### src/rtl/hazard_pkg.sv
// Shared constants and helpers for the hazard/forwarding controller.
// Forward-select codes, MD tracker state encoding and the register-hit test.
package hazard_pkg;

    localparam logic [1:0] FWD_RF  = 2'b00;
    localparam logic [1:0] FWD_WB  = 2'b01;
    localparam logic [1:0] FWD_MEM = 2'b10;

    localparam logic [0:0] ST_IDLE    = 1'b0;
    localparam logic [0:0] ST_MD_BUSY = 1'b1;

    // Register addresses are zero-extended to this width before comparison.
    localparam int unsigned REG_AW_MAX = 8;

    // Winning stall cause, highest priority first.
    typedef enum logic [2:0] {
        CauseNone,
        CauseMem,
        CauseMdStruct,
        CauseMdRead,
        CauseLoad,
        CauseBranch
    } stallCause_e;

    // True when a non-zero source matches a destination that is being written.
    function automatic logic src_hit(input logic [REG_AW_MAX-1:0] src,
                                     input logic [REG_AW_MAX-1:0] dst,
                                     input logic                  we);
        return we && (src != '0) && (src == dst);
    endfunction

endpackage

### src/rtl/hazard_md_tracker.sv
// HI/LO busy tracker for the multi-cycle MULT/DIV unit.
// Two-state FSM with a 3-bit down-counter; last flags the final busy cycle.
module hazard_md_tracker
    import hazard_pkg::*;
#(
    parameter int unsigned MD_LAT = 4
) (
    input  logic i_clk,
    input  logic i_rst,
    input  logic i_start,
    input  logic i_memWait,
    output logic o_busy,
    output logic o_last
);

    localparam logic [2:0] CNT_LOAD = 3'(MD_LAT - 1);

    logic [0:0] stateQ, stateD;
    logic [2:0] cntQ, cntD;
    logic       accept;

    // A start stalled by memory wait stays in E and is not taken.
    assign accept = i_start && !i_memWait && ((stateQ == ST_IDLE) || (cntQ == 3'd1));

    always_comb begin
        stateD = stateQ;
        cntD   = cntQ;
        if (accept) begin
            stateD = ST_MD_BUSY;
            cntD   = CNT_LOAD;
        end else if (stateQ == ST_MD_BUSY) begin
            cntD = cntQ - 3'd1;
            if (cntQ == 3'd1) begin
                stateD = ST_IDLE;
            end
        end
    end

    always_ff @(posedge i_clk or posedge i_rst) begin
        if (i_rst) begin
            stateQ <= ST_IDLE;
            cntQ   <= 3'd0;
        end else begin
            stateQ <= stateD;
            cntQ   <= cntD;
        end
    end

    assign o_busy = (stateQ == ST_MD_BUSY);
    assign o_last = o_busy && (cntQ == 3'd1);

endmodule

### src/rtl/hazard_ctrl_mc.sv
// Hazard/forwarding controller for the 5-stage MIPS pipe with multi-cycle MULT/DIV and slow dmem.
// Define HAZARD_PERF_CNT_EN to add saturating per-cause stall counters.
module hazard_ctrl_mc
    import hazard_pkg::*;
#(
    parameter int unsigned REG_AW = 5,
    parameter int unsigned MD_LAT = 4
`ifdef HAZARD_PERF_CNT_EN
    ,
    parameter int unsigned CNT_W  = 16
`endif
) (
    input  logic              i_clk,
    input  logic              i_rst,
    input  logic              i_reg_writeE,
    input  logic              i_reg_writeM,
    input  logic              i_reg_writeW,
    input  logic              i_mem_to_regE,
    input  logic              i_mem_to_regM,
    input  logic [REG_AW-1:0] i_write_regE,
    input  logic [REG_AW-1:0] i_write_regM,
    input  logic [REG_AW-1:0] i_write_regW,
    input  logic [REG_AW-1:0] i_rsD,
    input  logic [REG_AW-1:0] i_rtD,
    input  logic [REG_AW-1:0] i_rsE,
    input  logic [REG_AW-1:0] i_rtE,
    input  logic              i_branchD,
    input  logic              i_md_startE,
    input  logic              i_md_readD,
    input  logic              i_mem_accessM,
    input  logic              i_dmem_ready,
    output logic [1:0]        o_forward_AE,
    output logic [1:0]        o_forward_BE,
    output logic              o_forward_AD,
    output logic              o_forward_BD,
    output logic              o_stallF,
    output logic              o_stallD,
    output logic              o_stallE,
    output logic              o_stallM,
    output logic              o_flushE,
    output logic              o_flushM,
    output logic              o_flushW,
    output logic              o_md_busy
`ifdef HAZARD_PERF_CNT_EN
    ,
    output logic [CNT_W-1:0]  o_lw_cnt,
    output logic [CNT_W-1:0]  o_br_cnt,
    output logic [CNT_W-1:0]  o_md_cnt,
    output logic [CNT_W-1:0]  o_mem_cnt
`endif
);

    function automatic logic [REG_AW_MAX-1:0] wid(input logic [REG_AW-1:0] r);
        return REG_AW_MAX'(r);
    endfunction

    function automatic logic [1:0] fwdSel(input logic [REG_AW-1:0] src,
                                          input logic [REG_AW-1:0] wrM,
                                          input logic              weM,
                                          input logic [REG_AW-1:0] wrW,
                                          input logic              weW);
        if (src_hit(wid(src), wid(wrM), weM)) begin
            return FWD_MEM;
        end else if (src_hit(wid(src), wid(wrW), weW)) begin
            return FWD_WB;
        end
        return FWD_RF;
    endfunction

    logic        memWait, lwStall, brStall, mdStruct, mdRead;
    logic        mdBusy, mdLast;
    stallCause_e cause;

    hazard_md_tracker #(
        .MD_LAT (MD_LAT)
    ) u_mdTracker (
        .i_clk     (i_clk),
        .i_rst     (i_rst),
        .i_start   (i_md_startE),
        .i_memWait (memWait),
        .o_busy    (mdBusy),
        .o_last    (mdLast)
    );

    assign o_forward_AE = fwdSel(i_rsE, i_write_regM, i_reg_writeM, i_write_regW, i_reg_writeW);
    assign o_forward_BE = fwdSel(i_rtE, i_write_regM, i_reg_writeM, i_write_regW, i_reg_writeW);
    assign o_forward_AD = src_hit(wid(i_rsD), wid(i_write_regM), i_reg_writeM);
    assign o_forward_BD = src_hit(wid(i_rtD), wid(i_write_regM), i_reg_writeM);

    assign memWait = i_mem_accessM & ~i_dmem_ready;

    assign lwStall = src_hit(wid(i_rsD), wid(i_write_regE), i_mem_to_regE)
                   | src_hit(wid(i_rtD), wid(i_write_regE), i_mem_to_regE);

    assign brStall = i_branchD
                   & (src_hit(wid(i_rsD), wid(i_write_regE), i_reg_writeE)
                    | src_hit(wid(i_rtD), wid(i_write_regE), i_reg_writeE)
                    | src_hit(wid(i_rsD), wid(i_write_regM), i_mem_to_regM)
                    | src_hit(wid(i_rtD), wid(i_write_regM), i_mem_to_regM));

    // A start on the last busy cycle is accepted, so it is not a structural hazard.
    assign mdStruct = mdBusy & i_md_startE & ~mdLast;
    assign mdRead   = mdBusy & i_md_readD;

    always_comb begin
        cause = CauseNone;
        if (i_rst) begin
            cause = CauseNone;
        end else if (memWait) begin
            cause = CauseMem;
        end else if (mdStruct) begin
            cause = CauseMdStruct;
        end else if (mdRead) begin
            cause = CauseMdRead;
        end else if (lwStall) begin
            cause = CauseLoad;
        end else if (brStall) begin
            cause = CauseBranch;
        end
    end

    always_comb begin
        o_stallF = 1'b0;
        o_stallD = 1'b0;
        o_stallE = 1'b0;
        o_stallM = 1'b0;
        o_flushE = 1'b0;
        o_flushM = 1'b0;
        o_flushW = 1'b0;
        case (cause)
            CauseMem: begin
                o_stallF = 1'b1;
                o_stallD = 1'b1;
                o_stallE = 1'b1;
                o_stallM = 1'b1;
                o_flushW = 1'b1;
            end
            CauseMdStruct: begin
                o_stallF = 1'b1;
                o_stallD = 1'b1;
                o_stallE = 1'b1;
                o_flushM = 1'b1;
            end
            CauseMdRead, CauseLoad, CauseBranch: begin
                o_stallF = 1'b1;
                o_stallD = 1'b1;
                o_flushE = 1'b1;
            end
            default: ;
        endcase
    end

    assign o_md_busy = mdBusy;

`ifdef HAZARD_PERF_CNT_EN
    logic [CNT_W-1:0] lwCntQ, brCntQ, mdCntQ, memCntQ;

    function automatic logic [CNT_W-1:0] satInc(input logic [CNT_W-1:0] v, input logic en);
        return (en && (v != '1)) ? v + 1'b1 : v;
    endfunction

    always_ff @(posedge i_clk or posedge i_rst) begin
        if (i_rst) begin
            lwCntQ  <= '0;
            brCntQ  <= '0;
            mdCntQ  <= '0;
            memCntQ <= '0;
        end else begin
            lwCntQ  <= satInc(lwCntQ, cause == CauseLoad);
            brCntQ  <= satInc(brCntQ, cause == CauseBranch);
            mdCntQ  <= satInc(mdCntQ, (cause == CauseMdStruct) || (cause == CauseMdRead));
            memCntQ <= satInc(memCntQ, cause == CauseMem);
        end
    end

    assign o_lw_cnt  = lwCntQ;
    assign o_br_cnt  = brCntQ;
    assign o_md_cnt  = mdCntQ;
    assign o_mem_cnt = memCntQ;
`endif

endmodule
### config.mk
export PLATFORM = sky130hd
export DESIGN_NAME = hazard_ctrl_mc
export DESIGN_NICKNAME = d
export VERILOG_FILES = /design/src/rtl/hazard_pkg.sv /design/src/rtl/hazard_md_tracker.sv /design/src/rtl/hazard_ctrl_mc.sv
export SDC_FILE = /design/constraint.sdc
export NUM_CORES = 1
export LEC_CHECK = 0
export ABC_AREA = 1
export CELL_PAD_IN_SITES_DETAIL_PLACEMENT = 2
export CELL_PAD_IN_SITES_GLOBAL_PLACEMENT = 2
export CORE_MARGIN = 3
export CORE_UTILIZATION = 18
export DETAILED_ROUTE_END_ITERATION = 10
export PLACE_DENSITY_LB_ADDON = 0.1
export SKIP_CTS_REPAIR_TIMING = 1
export SLEW_MARGIN = 20
export SYNTH_ARGS = -nofsm -noshare
export SYNTH_HDL_FRONTEND = slang
export SYNTH_SLANG_ARGS = --single-unit
### constraint.sdc
create_clock -name i_clk -period 2.6 [get_ports i_clk]
set_input_delay 0.52 -clock i_clk [delete_from_list [all_inputs] [get_ports i_clk]]
set_output_delay 0.52 -clock i_clk [all_outputs]
set_load 0.03 [all_outputs]
After elaboration in Yosys (flattened, before gate mapping)
Index checks and enable logic that the tools add are counted.

Word-level logic and storage cells: 92. Register bits after elaboration: 4. Input bits: 47. Output and inout bits: 14.

Multiplexer cells: 26. Bitwise gates (word level): 12. Add/sub/neg operators: 1. Reductions and logical operators: 37. Equality and inequality tests: 14.

Operator list (count): $eq A5 B5 Y1 (8); $logic_and A1 B1 Y1 (27); $mux W3 (8); $reduce_bool A5 Y1 (4); $mux W1 (12); $mux W2 (6); $eq A3 B1 Y1 const B (2); $eq A3 B2 Y1 const B (2); $eq A3 B3 Y1 const B (2); $and A1 B1 Y1 (5); $reduce_or A5 Y1 (1); $or A1 B1 Y1 (4); $not A1 Y1 (3); $reduce_or A3 Y1 (1); $sub A3 B1 Y3 const B (1); $reduce_bool A2 Y1 (1); $reduce_or A2 Y1 (1); $logic_not A1 Y1 (1); $logic_or A1 B1 Y1 (1).

Longest topological paths before layout
Word-level depth: 16. Depth in mapped cells: 16. Mapped depth without buffers: 15.

By module
A second synthesis with hierarchy kept.

Cells, all modules: 184. Area total of the unflattened synthesis: 1051.0 um^2.

Modules (own cells, without submodules): hazard_ctrl_mc (cells each 153, sequential area each 0.0 um^2, area each 824.5 um^2, times used 1); hazard_md_tracker (cells each 31, sequential area each 100.1 um^2, area each 226.5 um^2, times used 1).

Worst setup path after synthesis
No wires, ideal clock.

Path kind: input to output. Start point: input port i_rtE[2]. End point: output port o_forward_BE[0]. Slack: 29 ps. Data required time: 2080 ps. Stages: 5. Arrival: 2051 ps. Path buffers: 0. Cells stage by stage: xor2_1 -> a221oi_1 -> o2111ai_1 -> nor3_1 -> nor3_1.

Longest elaborated chain between the ends: 6. Elaborated cells on any way between the ends: 11. Those cells by class: 2 x eq/ne; 4 x mux; 5 x reduce/logical.

Ends and longest elaborated chain: start: declaration (RTL line hazard_ctrl_mc.sv:26) `input logic [REG_AW-1:0] i_rtE,`; $reduce_bool A5 Y1 (RTL line hazard_pkg.sv:29) `return we && (src != '0) && (src == dst);`; $logic_and A1 B1 Y1 (2 in series) (RTL line hazard_pkg.sv:29); $mux W1 (RTL line hazard_ctrl_mc.sv:64) `end else if (src_hit(wid(src), wid(wrW), weW)) begin`; $mux W1 (RTL line hazard_ctrl_mc.sv:62) `if (src_hit(wid(src), wid(wrM), weM)) begin`; $mux W2 (*) (RTL line hazard_ctrl_mc.sv:67) `return FWD_RF;`; end: declaration (RTL line hazard_ctrl_mc.sv:33) `output logic [1:0] o_forward_BE,`.

Every way passes the cells marked *; elsewhere a longest branch is shown, timed or not.

Worst setup path after layout
Start point: input port i_rsE[4]. End point: output port o_forward_AE[1].

Longest elaborated chain between the ends: 6. Elaborated cells on any way between the ends: 11. Those cells by class: 2 x eq/ne; 4 x mux; 5 x reduce/logical.

Ends and longest elaborated chain: start: declaration (RTL line hazard_ctrl_mc.sv:25) `input logic [REG_AW-1:0] i_rsE,`; $reduce_bool A5 Y1 (RTL line hazard_pkg.sv:29); $logic_and A1 B1 Y1 (2 in series) (RTL line hazard_pkg.sv:29); $mux W1 (RTL line hazard_ctrl_mc.sv:64); $mux W1 (RTL line hazard_ctrl_mc.sv:62); $mux W2 (*) (RTL line hazard_ctrl_mc.sv:67); end: declaration (RTL line hazard_ctrl_mc.sv:32) `output logic [1:0] o_forward_AE,`.

Marks and branches as above.

==> flow_summary.yaml <==
timing:
  fmax_mhz: 402
  max_slew_margin_pct: 78.5
  finalCritPeriodShare_pct: 95.8
  timing.final.max_slew_violations: 0
  worstMarginPinSlew_ns: 0.321
  worst_slack_ns: 0.110
  hold_viol_final: 0
  setup_viol: 0
  fin_crit_ns: 2.49
  fin_worst_skew_ns: 0.00214
clock_network:
  cts_root_buf: "clkbuf_8"
  clockBufferDepth: 2
  clk_latency_ns: 0.21
  tritoncts.num_buffers: 3
  clock-sinks: 4
  cts.htree.levels: 1
  cts_tree: "done"
  clk_pin_slew_worst_paths_ns: 0.03
synth:
  synth-xor-area-share_pct: 23.0
  synthSimpleGateAreaFrac_pct: 38.0
  ys_warn_count: 0
  yosys.cell_types.count: 26
  syn_area_sq_mm: 0.00102
  synth_top_family_by_area: "simple AND/OR/NAND/NOR gates"
  synth_top_area_cell: "nand2_1"
  syn-num-nets: 232
  ys_seq_area_share_pct: 9.80
  synth_mux_area_share_pct: 0
  syn_inst: 183
  synth_compound_area_share_pct: 11.6
  avgSynthCellArea_sq_um: 5.58
  ys_top_cells_by_area: "nand2_1 19%, xnor2_1 12%, inv_1 11%"
  ys_seq_elements: 4
  synth_fa_ha_area_share_pct: 2.45
  synth.top_cell.area_share_pct: 19.1
layout:
  final_core_util_pct: 38.4
  final_nets: 324
  final_common_cell: "nand2_1"
  final_cell_mix: "47 x nand2_1, 33 x buf_4, 26 x inv_1, 25 x nor2_1, 24 x clkdlybuf4s50_1"
  drive_gt1_share_pct: 33.3
  area_delta_synth_final_pct: 99.4
  antenna_cells: 0
worst_setup_path:
  cp.required_ns: 2.08
  r2r_start: "u_mdTracker.cntQ[0]"
  critPathLaunchType: "input port"
  reg2reg_slack_ns: 1.34
  ff2ff_path_depth: 7
  critPathArrivalTime_ns: 1.97
  crit_type: "in2out"
  end_kind: "output port"
  r2r-end: "u_mdTracker.cntQ[0]"
  crit_path_max_fanout: 2
outcome:
  status: "finished, final reports clean"
global_routing:
  grt_max_degree: 6
  first_global_vias: 1549
  track_usage_pct: 13.3
  grt.overflow.total: 0
  grt_pass1_wl_mm: 7.02
  antenna_found_initial: 0
floorplan:
  ios: 61
  die_w_um: 81.3
  core_sq_mm: 0.00530
  rows: 26
  die_h_um: 81.3
  die_area_sq_mm: 0.00661
  initial_core_util_pct: 19.3
flow_run:
  maxCapViolations: 0
power_and_ir_drop:
  power_density_mw_per_mm2: 413
  power_leakage_uw: 0.00115
  max-vdd-ir-drop_mv: 0.257
  finalPower_uw: 842
routing:
  postRouteAntennaNets: 0
  drc: 0
  drt_iter0_markers: 16
  dr.pass1.iters: 2
  vias: 1474
  vias_per_cell: 4.30
  routed_wl_mm: 4.50
  wl_per_cell_um: 13.1
hold_path:
  hold_end: "u_mdTracker.cntQ[2]"
  min_path_cells: 2
  hold_path_class: "reg2reg"
  holdCritStartpoint: "u_mdTracker.cntQ[2]"
placed_design:
  place.gp.congestion: 0.749
  dp_slack_ns: -0.412
  hpwl_mm: 3.92
  port_buffers: 60
[cell usage after synthesis]
cell type	n
a211o_1	1
a211oi_1	2
a21boi_1	1
a21oi_1	2
a221oi_1	1
and3_1	1
buf_4	2
buf_6	1
dfrtp_1	4
ha_1	2
inv_1	30
inv_2	4
nand2_1	52
nand2_2	3
nand3_1	5
nor2_1	28
nor2_2	1
nor3_1	5
nor4_1	1
o2111ai_1	3
o21ai_0	5
o21ai_1	1
o22ai_1	2
xnor2_1	14
xnor2_2	1
xor2_1	11
[area by class of cell]
cell class	count	area, sq um
fillers	649	3270
multi-input cells	142	873
repair buffers	90	806
inverters	34	128
flip-flops and latches	4	100
well taps	70	87.6
clock buffers	3	41.3
[worst max-delay path by stage]
stage	from	endpoint	slack [ns]
finish	i_rsE[4]	o_forward_AE[1]	0.11
global route	i_write_regM[2]	o_stallD	-0.04
CTS	i_rtE[2]	o_forward_BE[0]	-0.43
detailed placement	i_rtE[2]	o_forward_BE[0]	-0.41
global placement	i_rtE[2]	o_forward_BE[0]	-0.35
floorplan	i_rtE[2]	o_forward_BE[0]	0.03
[stage by stage]
| stage | setup TNS [ns] | cell area (sq um) | hold WS, ns | cells |
|---|---|---|---|---|
| after floorplan | 0 | 1020 | 0.294 | 183 |
| after global placement | -2.44 | 1870 | 0.525 | 338 |
| after detailed placement | -2.84 | 1870 | 0.540 | 338 |
| after CTS | -2.90 | 1910 | 0.547 | 341 |
| after global routing | -0.174 | 2040 | 0.575 | 343 |
| final | 0 | 2040 | 0.540 | 343 |
[state kept, by name, indices dropped and copies added (netlist names)]
register and flops:
u_mdTracker.cntQ 3, u_mdTracker.o_busy 1
[report_power, final]
group	internal [uW]	switching, uW
Sequential	96.4	21.7
Clock	98.8	32.2
Combinational	262	331
Total	457	385
[cells by family (layout without fill, tap and decap cells)]
logic type | after synthesis | after routing
AND/OR/NAND/NOR | 96 | 96
buffers and inverters | 37 | 127
XOR/XNOR | 26 | 26
AO/OA/AOI/OAI | 18 | 18
flip-flops | 4 | 4
adder cells (fa/ha/maj) | 2 | 2
[layer usage]
metal / vias to the layer above / track usage [%] / wire length (um)
met2: 40 / 24.1 / 2260
li1: 741 / - / -
met1: 691 / 17.3 / 2030
met5: - / 0 / 0
met4: 0 / 1.86 / 10
met3: 2 / 1.33 / 200
[worst max-delay path, cell delays in order]
cell and delay, ns:
clkdlybuf4s50_1 0.45, xor2_1 0.17, a211oi_2 0.17, o2111ai_2 0.15, nor3_2 0.23, buf_4 0.14, buf_4 0.14
(Power assumes the default switching activity.)
